--- src/rtl/axi_rd_arbiter.sv ---
// axi_rd_arbiter: shares one AXI4 read port between IFU and LSU with
// round-robin arbitration and one transaction outstanding.
// Ports: clk, rstn (sync, active-low);
//   ifu_req_*/lsu_req_*: valid/ready request (addr, size);
//   ifu_rsp_*/lsu_rsp_*: one-cycle response pulse (data, err);
//   AR*/R*: AXI4 read address/data channels; proto_err: sticky bad-beat flag.
module axi_rd_arbiter #(
  parameter int ADDR_W = 64,
  parameter int DATA_W = 64,
  parameter int ID_W   = 4,
  parameter int IFU_ID = 0,
  parameter int LSU_ID = 1
) (
  input  logic              clk,
  input  logic              rstn,
  input  logic              ifu_req_valid,
  output logic              ifu_req_ready,
  input  logic [ADDR_W-1:0] ifu_req_addr,
  input  logic [2:0]        ifu_req_size,
  output logic              ifu_rsp_valid,
  output logic [DATA_W-1:0] ifu_rsp_data,
  output logic              ifu_rsp_err,
  input  logic              lsu_req_valid,
  output logic              lsu_req_ready,
  input  logic [ADDR_W-1:0] lsu_req_addr,
  input  logic [2:0]        lsu_req_size,
  output logic              lsu_rsp_valid,
  output logic [DATA_W-1:0] lsu_rsp_data,
  output logic              lsu_rsp_err,
  output logic [ID_W-1:0]   ARID,
  output logic [ADDR_W-1:0] ARADDR,
  output logic [7:0]        ARLEN,
  output logic [2:0]        ARSIZE,
  output logic [1:0]        ARBURST,
  output logic [2:0]        ARPROT,
  output logic              ARVALID,
  input  logic              ARREADY,
  input  logic [ID_W-1:0]   RID,
  input  logic [DATA_W-1:0] RDATA,
  input  logic [1:0]        RRESP,
  input  logic              RLAST,
  input  logic              RVALID,
  output logic              RREADY,
  output logic              proto_err
);

  typedef enum logic [1:0] {IDLE, AR, R} state_t;

  localparam logic [ID_W-1:0] IFU_IDV = ID_W'(IFU_ID);
  localparam logic [ID_W-1:0] LSU_IDV = ID_W'(LSU_ID);

  state_t          state;
  state_t          state_nxt;
  logic            last_lsu;
  logic            own_lsu;
  logic            gnt_ifu;
  logic            gnt_lsu;
  logic            acc_ifu;
  logic            acc_lsu;
  logic [ID_W-1:0] own_id;
  logic            beat_ok;

  // LSU wins when alone, or when contended and IFU had the last grant.
  assign gnt_lsu = lsu_req_valid &&
                   (!ifu_req_valid || !last_lsu);
  assign gnt_ifu = ifu_req_valid && !gnt_lsu;

  assign ifu_req_ready = rstn && (state == IDLE) && gnt_ifu;
  assign lsu_req_ready = rstn && (state == IDLE) && gnt_lsu;
  assign acc_ifu = ifu_req_valid && ifu_req_ready;
  assign acc_lsu = lsu_req_valid && lsu_req_ready;

  assign own_id  = own_lsu ? LSU_IDV : IFU_IDV;
  assign RREADY  = rstn && (state == R);
  assign beat_ok = RREADY && RVALID &&
                   (RID == own_id) && RLAST;

  assign ARLEN   = 8'd0;
  assign ARBURST = 2'b01;

  always_ff @(posedge clk) begin
    if (!rstn) state <= IDLE;
    else       state <= state_nxt;
  end

  always_comb begin
    state_nxt = state;
    unique case (state)
      IDLE:    if (acc_ifu || acc_lsu) state_nxt = AR;
      AR:      if (ARREADY) state_nxt = R;
      R:       if (beat_ok) state_nxt = IDLE;
      default: state_nxt = IDLE;
    endcase
  end

  always_ff @(posedge clk) begin
    if (!rstn) begin
      last_lsu      <= 1'b0;
      own_lsu       <= 1'b0;
      ARVALID       <= 1'b0;
      ARID          <= '0;
      ARADDR        <= '0;
      ARSIZE        <= '0;
      ARPROT        <= '0;
      ifu_rsp_valid <= 1'b0;
      ifu_rsp_data  <= '0;
      ifu_rsp_err   <= 1'b0;
      lsu_rsp_valid <= 1'b0;
      lsu_rsp_data  <= '0;
      lsu_rsp_err   <= 1'b0;
      proto_err     <= 1'b0;
    end else begin
      ifu_rsp_valid <= 1'b0;
      lsu_rsp_valid <= 1'b0;
      if (acc_ifu || acc_lsu) begin
        own_lsu  <= acc_lsu;
        last_lsu <= acc_lsu;
        ARVALID  <= 1'b1;
        ARID     <= acc_lsu ? LSU_IDV : IFU_IDV;
        ARADDR   <= acc_lsu ? lsu_req_addr : ifu_req_addr;
        ARSIZE   <= acc_lsu ? lsu_req_size : ifu_req_size;
        ARPROT   <= acc_lsu ? 3'b000 : 3'b100;
      end else if (ARVALID && ARREADY) begin
        ARVALID <= 1'b0;
      end
      if (beat_ok) begin
        if (own_lsu) begin
          lsu_rsp_valid <= 1'b1;
          lsu_rsp_data  <= RDATA;
          lsu_rsp_err   <= (RRESP != 2'b00);
        end else begin
          ifu_rsp_valid <= 1'b1;
          ifu_rsp_data  <= RDATA;
          ifu_rsp_err   <= (RRESP != 2'b00);
        end
      end
      // Any beat that is not the expected last beat is a protocol error,
      // including stray beats outside the R phase.
      if (RVALID && !beat_ok) proto_err <= 1'b1;
    end
  end

endmodule

--- config.mk ---
export PLATFORM = sky130hd
export DESIGN_NAME = axi_rd_arbiter
export DESIGN_NICKNAME = d
export VERILOG_FILES = /design/src/rtl/axi_rd_arbiter.sv
export SDC_FILE = /design/constraint.sdc
export NUM_CORES = 1
export LEC_CHECK = 0
export CAP_MARGIN = 25
export CELL_PAD_IN_SITES_DETAIL_PLACEMENT = 0
export CELL_PAD_IN_SITES_GLOBAL_PLACEMENT = 1
export CORE_ASPECT_RATIO = 0.75
export CORE_MARGIN = 3
export CORE_UTILIZATION = 25
export CTS_CLUSTER_SIZE = 25
export DETAILED_ROUTE_END_ITERATION = 16
export MAX_ROUTING_LAYER = met4
export PLACE_DENSITY = 0.8
export SLEW_MARGIN = 10
export SYNTH_ARGS = -nofsm -noshare
export SYNTH_HDL_FRONTEND = slang
export SYNTH_SLANG_ARGS = --single-unit
--- constraint.sdc ---
create_clock -name clk -period 2 [get_ports clk]
set_clock_uncertainty 0.05 [all_clocks]
set_input_delay 0.4 -clock clk [delete_from_list [all_inputs] [get_ports clk]]
set_output_delay 0.4 -clock clk [all_outputs]
set_load 0.02 [all_outputs]
==> results.json, run 1 <==
{
  "clockBufferDepth": 3,
  "synth_most_common_cell": "dfxtp_1",
  "synth_largest_area_cell": "dfxtp_1",
  "setup_slack_ns": 0.0466,
  "cts_sinks": 205,
  "crit_slowest_cell": "clkdlybuf4s50_1",
  "drt-total-wl_um": 29200,
  "drt_pass1_iterations": 4,
  "arrival_ns": 1.50,
  "power_density_nw_per_um2": 737,
  "die_area_sq_um": 33800,
  "cts-root-buf": "clkbuf_16",
  "cp-start-kind": "register",
  "hold_class": "primary input to register",
  "yosys_warnings": 0,
  "rrSetupSlack_ns": 0.22,
  "die_y_um": 160,
  "rsz0062_at_grt": "true",
  "crit_family": "buffers and inverters",
  "worstReg2RegStart": "state[0]",
  "dp_hpwl_um": 20300,
  "yosys-top-cells-area": "dfxtp_1, mux2i_1, nand2_1",
  "cp.required_ns": 1.55,
  "antenna_found_initial": 0,
  "synth_seq_area_share_pct": 51.9,
  "row_count": 55,
  "htreeDepth": 1,
  "initial_core_util_pct": 25.8,
  "port_buffers": 416,
  "pre_cts_ws_ns": -0.535,
  "grt_max_degree": 92,
  "post_synth_num_cell_types": 35,
  "wl_met2_um": 13500,
  "drv_cap": 0,
  "final_nets": 1407,
  "vias": 7264,
  "fill_cells": 2873,
  "worst-path-buf-inv": 1,
  "cts_made_buffers": 22,
  "relSlewSlack_pct": 49.5,
  "grt-ovfl-total": 0,
  "grtUsageTotal_pct": 16.3,
  "yosys_register_bits": 205,
  "postRouteAntennaNets": 0,
  "peakVddDrop_v": 0.000509,
  "ff2ff_path_depth": 6,
  "wl_met3_um": 1870,
  "synth_top_area_share_pct": 51.9,
  "cp_cell_sequence": "clkdlybuf4s50_1",
  "path_class": "register to output port",
  "layout-drive-gt1-share_pct": 7.35,
  "status": "finished, final reports clean",
  "setup_tns_ns": 0,
  "clock_latency_ns": 0.53,
  "async_flop_share_pct": 0,
  "highest-signal-layer": "met4",
  "cts_tree": "yes",
  "r2r_end": "lsu_rsp_data[23]",
  "io_pins": 432,
  "wl_per_cell_um": 18.1,
  "finalCriticalPeriod_ns": 1.95,
  "timing.fmax_mhz": 512,
  "area_delta_synth_final_pct": 72.2,
  "max_stage_delay_ns": 0.62,
  "path_max_fanout": 2,
  "wl_met1_um": 13000,
  "core_sq_um": 30600,
  "cp-endpoint": "ARADDR[16]",
  "synth_area_sq_um": 7900,
  "crit_path_end_kind": "output port",
  "worst_slew_pin_slew_ns": 0.757,
  "final-hold-violation-count": 0,
  "synth_area_per_cell_sq_um": 10.0,
  "synth_edf_count": 0,
  "vias_per_cell": 4.51,
  "first_iter_violations": 323,
  "crit_cells": 1,
  "critPathLaunch": "ARADDR[16]",
  "yosys-top-cells-count": "dfxtp_1, nand2_1, mux2i_1",
  "grt_pass1_wl_um": 42900,
  "yosys_most_used_dff": "dfxtp_1",
  "die_w_um": 211,
  "min_period_over_period_pct": 97.7,
  "cts_hold_buf": 0,
  "routabilityCongestion": 0.829,
  "grt_pass1_vias": 7372,
  "finalSetupViolCount": 0,
  "drv_slew": 0,
  "whs_ns": 0.106,
  "cellLeakagePower_nw": 6.18,
  "syn_inst": 787,
  "clk_pin_slew_ns": 0.06,
  "antenna_cells": 0,
  "drc": 0
}
[registers in the layout (all words and copies together) (netlist names), 2 cells and up]
register	flops
lsu_rsp_data	64
ARADDR	64
ARSIZE	3
ifu_rsp_data	64
state	2
[area by class of cell]
type	instances	area, sq um	area share (%)
Clock buffer	29	617	4.53
Timing Repair Buffer	453	4790	35.2
Multi-Input combinational cell	509	3470	25.5
Clock inverter	10	114	0.836
Sequential cell	205	4110	30.2
Inverter	5	18.8	0.138
Tap cell	399	499	3.67
[report_power, final]
| group | switching (mW) | leakage, nW | internal (mW) |
|---|---|---|---|
| registers | 0.0956 | 1.67 | 4.25 |
| clock network | 1.73 | 0.362 | 2.43 |
| logic | 0.699 | 4.15 | 0.839 |
[worst min-delay path by stage]
| stage | from | endpoint | slack [ns] | cells past startpoint |
|---|---|---|---|---|
| after detailed placement | lsu_rsp_data[25] | lsu_rsp_data[25] | 0.40 | 2 |
| after floorplan | state[1] | state[0] | 0.44 | 1 |
| after global routing | rstn | ARADDR[63] | 0.08 | 2 |
| after global placement | lsu_rsp_data[32] | lsu_rsp_data[32] | 0.39 | 2 |
| after CTS | rstn | ARADDR[63] | 0.07 | 2 |
| final | rstn | ARADDR[63] | 0.11 | 2 |
[layer usage]
| layer | global-route usage [%] | vias up |
|---|---|---|
| li1 | - | 3567 |
| met2 | 26.2 | 219 |
| met5 | - | - |
| met3 | 4.08 | 45 |
| met1 | 20.3 | 3433 |
| met4 | 4.56 | 0 |
[layout by cell type (no fill, tap or decap), drive strengths merged, types with 2 or more instances in the layout]
| master | count |
|---|---|
| dlymetal6s2s | 30 |
| nor3b | 2 |
| bufinv | 2 |
| a221o | 65 |
| o2111a | 2 |
| dlygate4sd2 | 12 |
| nand3b | 2 |
| buf | 34 |
| nor2 | 3 |
| nor3 | 2 |
| clkdlybuf4s50 | 370 |
| and3 | 65 |
| mux2i | 130 |
| a21oi | 2 |
| o21bai | 2 |
| dfxtp | 205 |
| o31ai | 2 |
| conb | 15 |
| clkbuf | 35 |
| nand2b | 4 |
| o21ai | 3 |
| clkinv | 7 |
| inv | 5 |
| nand2 | 196 |
| and2 | 2 |
[stage by stage]
step                      instance area [sq um]  utilization (%)  total power, mW  instances
after floorplan                            7960                -             5.06        800
after global placement                    12600             41.0             5.94       1560
after detailed placement                  12600             41.1             5.97       1561
after CTS                                 13300             43.5             10.2       1600
after global routing                      13600             44.5             10.4       1610
final                                     13600             44.5             10.0       1610
[cell families (layout without fill, tap and decap cells)]
group                     count (synthesis)  in the layout  share of synthesized area, %
buffers and inverters                    86            497                          5.46
other                                     2             15                        0.0950
muxes                                   130            130                          16.5
DFF                                     205            205                          51.9
xor gates and xnor gates                  1              1                         0.111
and+or+nand+nor                         283            283                          16.3
AOI/OAI and AO/OA                        80             80                          9.61
[timing repair]
action                     in CTS  in global routing
setup endpoints to repair      14                104
buffers inserted                0                  2
resized for setup              23                 41
cloned                          0                  8
pin swaps                       1                  3
Power figures use the tool's default switching activity.
==> run 2: changes to the inputs <==
--- a/config.mk
+++ b/config.mk
@@ -13,7 +13,6 @@
 export CORE_UTILIZATION = 25
 export CTS_CLUSTER_SIZE = 25
 export DETAILED_ROUTE_END_ITERATION = 16
-export MAX_ROUTING_LAYER = met4
 export PLACE_DENSITY = 0.8
 export SLEW_MARGIN = 10
 export SYNTH_ARGS = -nofsm -noshare
==> results.json, run 2 (synthesized netlist as in run 1, its figures left out) <==
{
  "status": "finished, final reports clean",
  "io_pins": 432,
  "finalSetupViolCount": 0,
  "layout_common_cells": "clkdlybuf4s50_1, dfxtp_1, nand2_1, mux2i_1",
  "drv_cap": 0,
  "placed_cells": 1561,
  "clockBufferDepth": 3,
  "core_sq_um": 30600,
  "clock_latency_ns": 0.53,
  "final_common_cell": "clkdlybuf4s50_1",
  "vias_per_cell": 4.51,
  "initial_core_util_pct": 25.8,
  "area_delta_synth_final_pct": 72.3,
  "hold_class": "primary input to register",
  "cts_tree": "yes",
  "clk_pin_slew_ns": 0.06,
  "final_nets": 1407,
  "htreeDepth": 1,
  "die_w_um": 211,
  "path_max_fanout": 2,
  "cp_cell_sequence": "clkdlybuf4s50_1",
  "antenna_found_initial": 0,
  "final-hold-violation-count": 0,
  "vias": 7262,
  "grt-ovfl-total": 0,
  "top_regs": "ARADDR (64), ifu_rsp_data (64), lsu_rsp_data (64)",
  "fin_total_pwr_mw": 10.0,
  "cts_made_buffers": 22,
  "whs_ns": 0.106,
  "cts_sinks": 205,
  "first_iter_violations": 392,
  "row_count": 55,
  "min_period_over_period_pct": 98.4,
  "grt_pass1_vias": 7356,
  "whs_path_depth": 2,
  "drv_slew": 0,
  "crit_family": "buffers and inverters",
  "grt_max_degree": 92,
  "cp.required_ns": 1.55,
  "dp_hpwl_um": 20300,
  "wl_per_cell_um": 18.1,
  "cp-start-kind": "register",
  "power_density_nw_per_um2": 737,
  "drt_pass1_iterations": 4,
  "layout-drive-gt1-share_pct": 7.35,
  "setup_slack_ns": 0.0322,
  "finalInstanceArea_sq_um": 13600,
  "max_stage_delay_ns": 0.63,
  "final_cells": 1610,
  "pre_cts_ws_ns": -0.535,
  "postPlaceCellArea_sq_um": 12600,
  "arrival_ns": 1.52,
  "grt_pass1_wl_um": 43000,
  "drc": 0,
  "drt-total-wl_um": 29200,
  "ff2ff_path_depth": 6,
  "cellLeakagePower_nw": 6.20,
  "path_class": "register to output port",
  "postRouteAntennaNets": 0,
  "crit_slowest_cell": "clkdlybuf4s50_1",
  "worst-path-buf-inv": 1,
  "timing.fmax_mhz": 508,
  "peakVddDrop_v": 0.000510,
  "cts-root-buf": "clkbuf_16",
  "worst_slew_pin_slew_ns": 0.765,
  "crit_cells": 1,
  "die_y_um": 160,
  "routabilityCongestion": 0.817,
  "port_buffers": 416,
  "relSlewSlack_pct": 49.0,
  "rsz0062_at_grt": "true",
  "finalCriticalPeriod_ns": 1.97,
  "finish.utilization_pct": 44.5,
  "grtUsageTotal_pct": 15.8,
  "die_area_sq_um": 33800,
  "crit_path_end_kind": "output port",
  "antenna_cells": 0,
  "setup_tns_ns": 0,
  "cts_hold_buf": 0
}
## run 2: power by group
group          switching, mW  leakage [nW]  total, mW  internal (mW)
Clock                   1.73         0.362       4.16           2.43
Combinational          0.699          4.17       1.54          0.839
Sequential            0.0959          1.67       4.34           4.25
Total                   2.52          6.20       10.0           7.52
## run 2: repair_timing
action | 4_1_cts | 5_1_grt
setup endpoints to repair | 14 | 105
endpoints found under the hold margin | 0 | 0
gates cloned | 0 | 8
resized for setup | 23 | 42
pin swaps | 1 | 3
buffers inserted | 0 | 2
## run 2: cell type report
| type | instances | area [sq um] |
|---|---|---|
| Clock buffer | 29 | 617 |
| Clock inverter | 10 | 114 |
| Fill cell | 2875 | 17000 |
| Inverter | 5 | 18.8 |
| Multi-Input combinational cell | 509 | 3470 |
| Sequential cell | 205 | 4110 |
| Tap cell | 399 | 499 |
| Timing Repair Buffer | 453 | 4790 |
## run 2: worst paths after layout
kind / startpoint / end / slack [ns]
worst max register to register: state[0] / lsu_rsp_data[23] / 0.22
worst min-delay path: rstn / ARADDR[63] / 0.11
worst max-delay path: ARADDR[16] / ARADDR[16] / 0.03
worst min register to register: ifu_rsp_data[38] / ifu_rsp_data[38] / 0.40
## run 2: per-layer routing
layer	GRT usage [%]	part of all wire (%)	wire length, um	vias up
met5	0	0	0	-
met4	4.56	2.6	770	0
met3	4.79	7.6	2210	40
met2	26.2	47	13600	228
met1	19.8	43	12600	3425
li1	-	-	-	3569
==> run 3: changes to the inputs <==
--- a/config.mk
+++ b/config.mk
@@ -5,12 +5,13 @@
 export SDC_FILE = /design/constraint.sdc
 export NUM_CORES = 1
 export LEC_CHECK = 0
+export ABC_AREA = 1
 export CAP_MARGIN = 25
 export CELL_PAD_IN_SITES_DETAIL_PLACEMENT = 0
 export CELL_PAD_IN_SITES_GLOBAL_PLACEMENT = 1
 export CORE_ASPECT_RATIO = 0.75
 export CORE_MARGIN = 3
-export CORE_UTILIZATION = 25
+export CORE_UTILIZATION = 24
 export CTS_CLUSTER_SIZE = 25
 export DETAILED_ROUTE_END_ITERATION = 16
 export PLACE_DENSITY = 0.8
==> results.json, run 3 <==
{
  "status": "finished, final reports clean",
  "vias_per_cell": 3.89,
  "die_area_sq_um": 39900,
  "final_common_cell": "nand2_1",
  "die_y_um": 174,
  "synth_area_per_cell_sq_um": 6.19,
  "relSlewSlack_pct": 56.7,
  "arrival_ns": 1.51,
  "synth_area_sq_um": 9010,
  "vias": 9218,
  "cts_tree": "yes",
  "p_clk_share_pct": 43.2,
  "layout-drive-gt1-share_pct": 4.80,
  "clockBufferDepth": 3,
  "finish.utilization_pct": 40.4,
  "comb_power_share_pct": 14.1,
  "placed_cells": 2328,
  "drc": 0,
  "wl_met2_um": 14100,
  "postRouteAntennaNets": 0,
  "area_delta_synth_final_pct": 63.2,
  "clk_pin_slew_ns": 0.06,
  "final_nets": 2069,
  "rrSetupSlack_ns": 0.19,
  "min_period_over_period_pct": 97.9,
  "final-hold-violation-count": 0,
  "cts_sinks": 205,
  "p_int_mw": 7.45,
  "cp_cell_sequence": "clkdlybuf4s50_1",
  "crit_family": "buffers and inverters",
  "grt_max_degree": 118,
  "core_sq_um": 36400,
  "timing.fmax_mhz": 511,
  "drt-total-wl_um": 31000,
  "cp-endpoint": "ARVALID",
  "port_buffers": 416,
  "final_cells": 2370,
  "cellLeakagePower_nw": 7.96,
  "async_flop_share_pct": 0,
  "synth_seq_area_share_pct": 45.6,
  "worst-path-buf-inv": 1,
  "ff2ff_path_depth": 10,
  "finalCriticalPeriod_ns": 1.96,
  "worst_slew_pin_slew_ns": 0.650,
  "cp.required_ns": 1.55,
  "synth_edf_count": 0,
  "yosys_most_used_dff": "dfxtp_1",
  "die_w_um": 230,
  "multi_input_area_sq_um": 3740,
  "antenna_found_initial": 0,
  "crit_path_end_kind": "output port",
  "path_max_fanout": 2,
  "yosys-top-cells-count": "nand2_1, nor2_1, inv_1",
  "r2r_end": "lsu_rsp_data[6]",
  "htreeDepth": 1,
  "pwr-share-seq_pct": 42.7,
  "regArea_sq_um": 4110,
  "grt_pass1_vias": 8670,
  "grtUsageTotal_pct": 14.8,
  "cts_hold_buf": 0,
  "post_synth_num_cell_types": 15,
  "cp-start-kind": "register",
  "drv_slew": 0,
  "fill_cells": 3876,
  "path_class": "register to output port",
  "yosys-top-cells-area": "dfxtp_1, nand2_1, nor2_1",
  "yosys_warnings": 0,
  "drt_pass1_iterations": 4,
  "switching_share_pct": 25.2,
  "cts-root-buf": "clkbuf_16",
  "synth_most_common_cell": "nand2_1",
  "clock_latency_ns": 0.52,
  "dp_hpwl_um": 23200,
  "top_regs": "ARADDR (64), ifu_rsp_data (64), lsu_rsp_data (64)",
  "finalSetupViolCount": 0,
  "cts_made_buffers": 24,
  "drv_cap": 0,
  "p_sw_mw": 2.51,
  "wl_per_cell_um": 13.1,
  "initial_core_util_pct": 24.7,
  "power_density_nw_per_um2": 678,
  "grt_pass1_wl_um": 47700,
  "wl_met3_um": 2880,
  "critPathLaunch": "ARVALID",
  "row_count": 60,
  "peakVddDrop_v": 0.000535,
  "routabilityCongestion": 0.814,
  "worstReg2RegStart": "own_lsu",
  "highest-signal-layer": "met4",
  "synth_top_area_share_pct": 45.6,
  "hold_class": "primary input to register",
  "wl_met1_um": 13300,
  "io_pins": 432,
  "layout_common_cells": "nand2_1, nor2_1, clkdlybuf4s50_1, inv_1, dfxtp_1",
  "crit_cells": 1,
  "synth_largest_area_cell": "dfxtp_1",
  "yosys_register_bits": 205,
  "grt-ovfl-total": 0,
  "first_iter_violations": 397,
  "fin_total_pwr_mw": 9.96,
  "max_stage_delay_ns": 0.65,
  "crit_slowest_cell": "clkdlybuf4s50_1",
  "syn_inst": 1456,
  "antenna_cells": 0
}
[run 3: changes by cell type in the layout (fill, tap and decap cells not counted), sizes merged, moves of 65 or more]
| cell | delta |
|---|---|
| a221o | -65 |
| and3 | -65 |
| inv | +208 |
| mux2i | -130 |
| nor2 | +434 |
| nand2 | +275 |
[run 3: metal layers]
metal,GRT usage (%),vias to the layer above
li1,-,4932
met1,17.8,3958
met2,25.2,286
met3,5.77,42
met4,2.78,0
met5,0,-
[run 3: how the worst min path moves through the flow]
stage	from	endpoint	cells after the start
after floorplan	state[0]	state[1]	2
after global placement	proto_err	proto_err	2
after detailed placement	proto_err	proto_err	2
after CTS	rstn	ARADDR[2]	3
after global routing	rstn	ARADDR[2]	3
final	rstn	ARADDR[2]	3
[run 3: worst reg2reg max path: stages, from the launching register on]
cell	delay, ns
dfxtp_2	0.35
buf_4	0.16
inv_2	0.07
nand2_1	0.06
nand2_1	0.07
nor2_2	0.25
nand3_4	0.26
buf_12	0.25
nand2_1	0.08
nand2_1	0.05
nor2_1	0.11
[run 3: kinds of logic after synthesis]
family / after synthesis / synth area share [%]
compound gates: 10 / 0.611
buf+inv: 300 / 14.1
flops: 205 / 45.6
other cells: 2 / 0.0834
simple gates: 939 / 39.7
[run 3: area by class of cell]
class / count / share of cell area, %
Inverter: 212 / 5.41
Clock inverter: 5 / 0.264
Sequential cell: 205 / 27.9
Clock buffer: 37 / 5.04
Tap cell: 496 / 4.22
Multi-Input combinational cell: 964 / 25.5
Timing Repair Buffer: 451 / 31.7
[run 3: power by group through the flow]
stage	Clock, mW	Combinational, mW	Sequential [mW]
floorplan	0	0.477	4.47
global placement	0	1.43	4.34
detailed placement	0	1.43	4.35
CTS	4.50	1.43	4.26
global route	4.70	1.53	4.27
finish	4.30	1.40	4.26
[run 3: through the flow]
stage	cell area, sq um	setup slack, ns	TNS, ns	hold WS [ns]
floorplan	9060	0.334	0	0.449
global placement	13800	-0.338	-16.14	0.404
detailed placement	13800	-0.337	-23.95	0.410
CTS	14600	-0.0231	-0.0302	0.0713
global route	14700	-0.0459	-0.0845	0.0806
finish	14700	0.0429	0	0.113
[run 3: what timing repair did]
| item | in CTS | in global routing |
|---|---|---|
| setup endpoints to repair | 23 | 55 |
| buffers inserted | 0 | 0 |
| resized for setup | 31 | 58 |
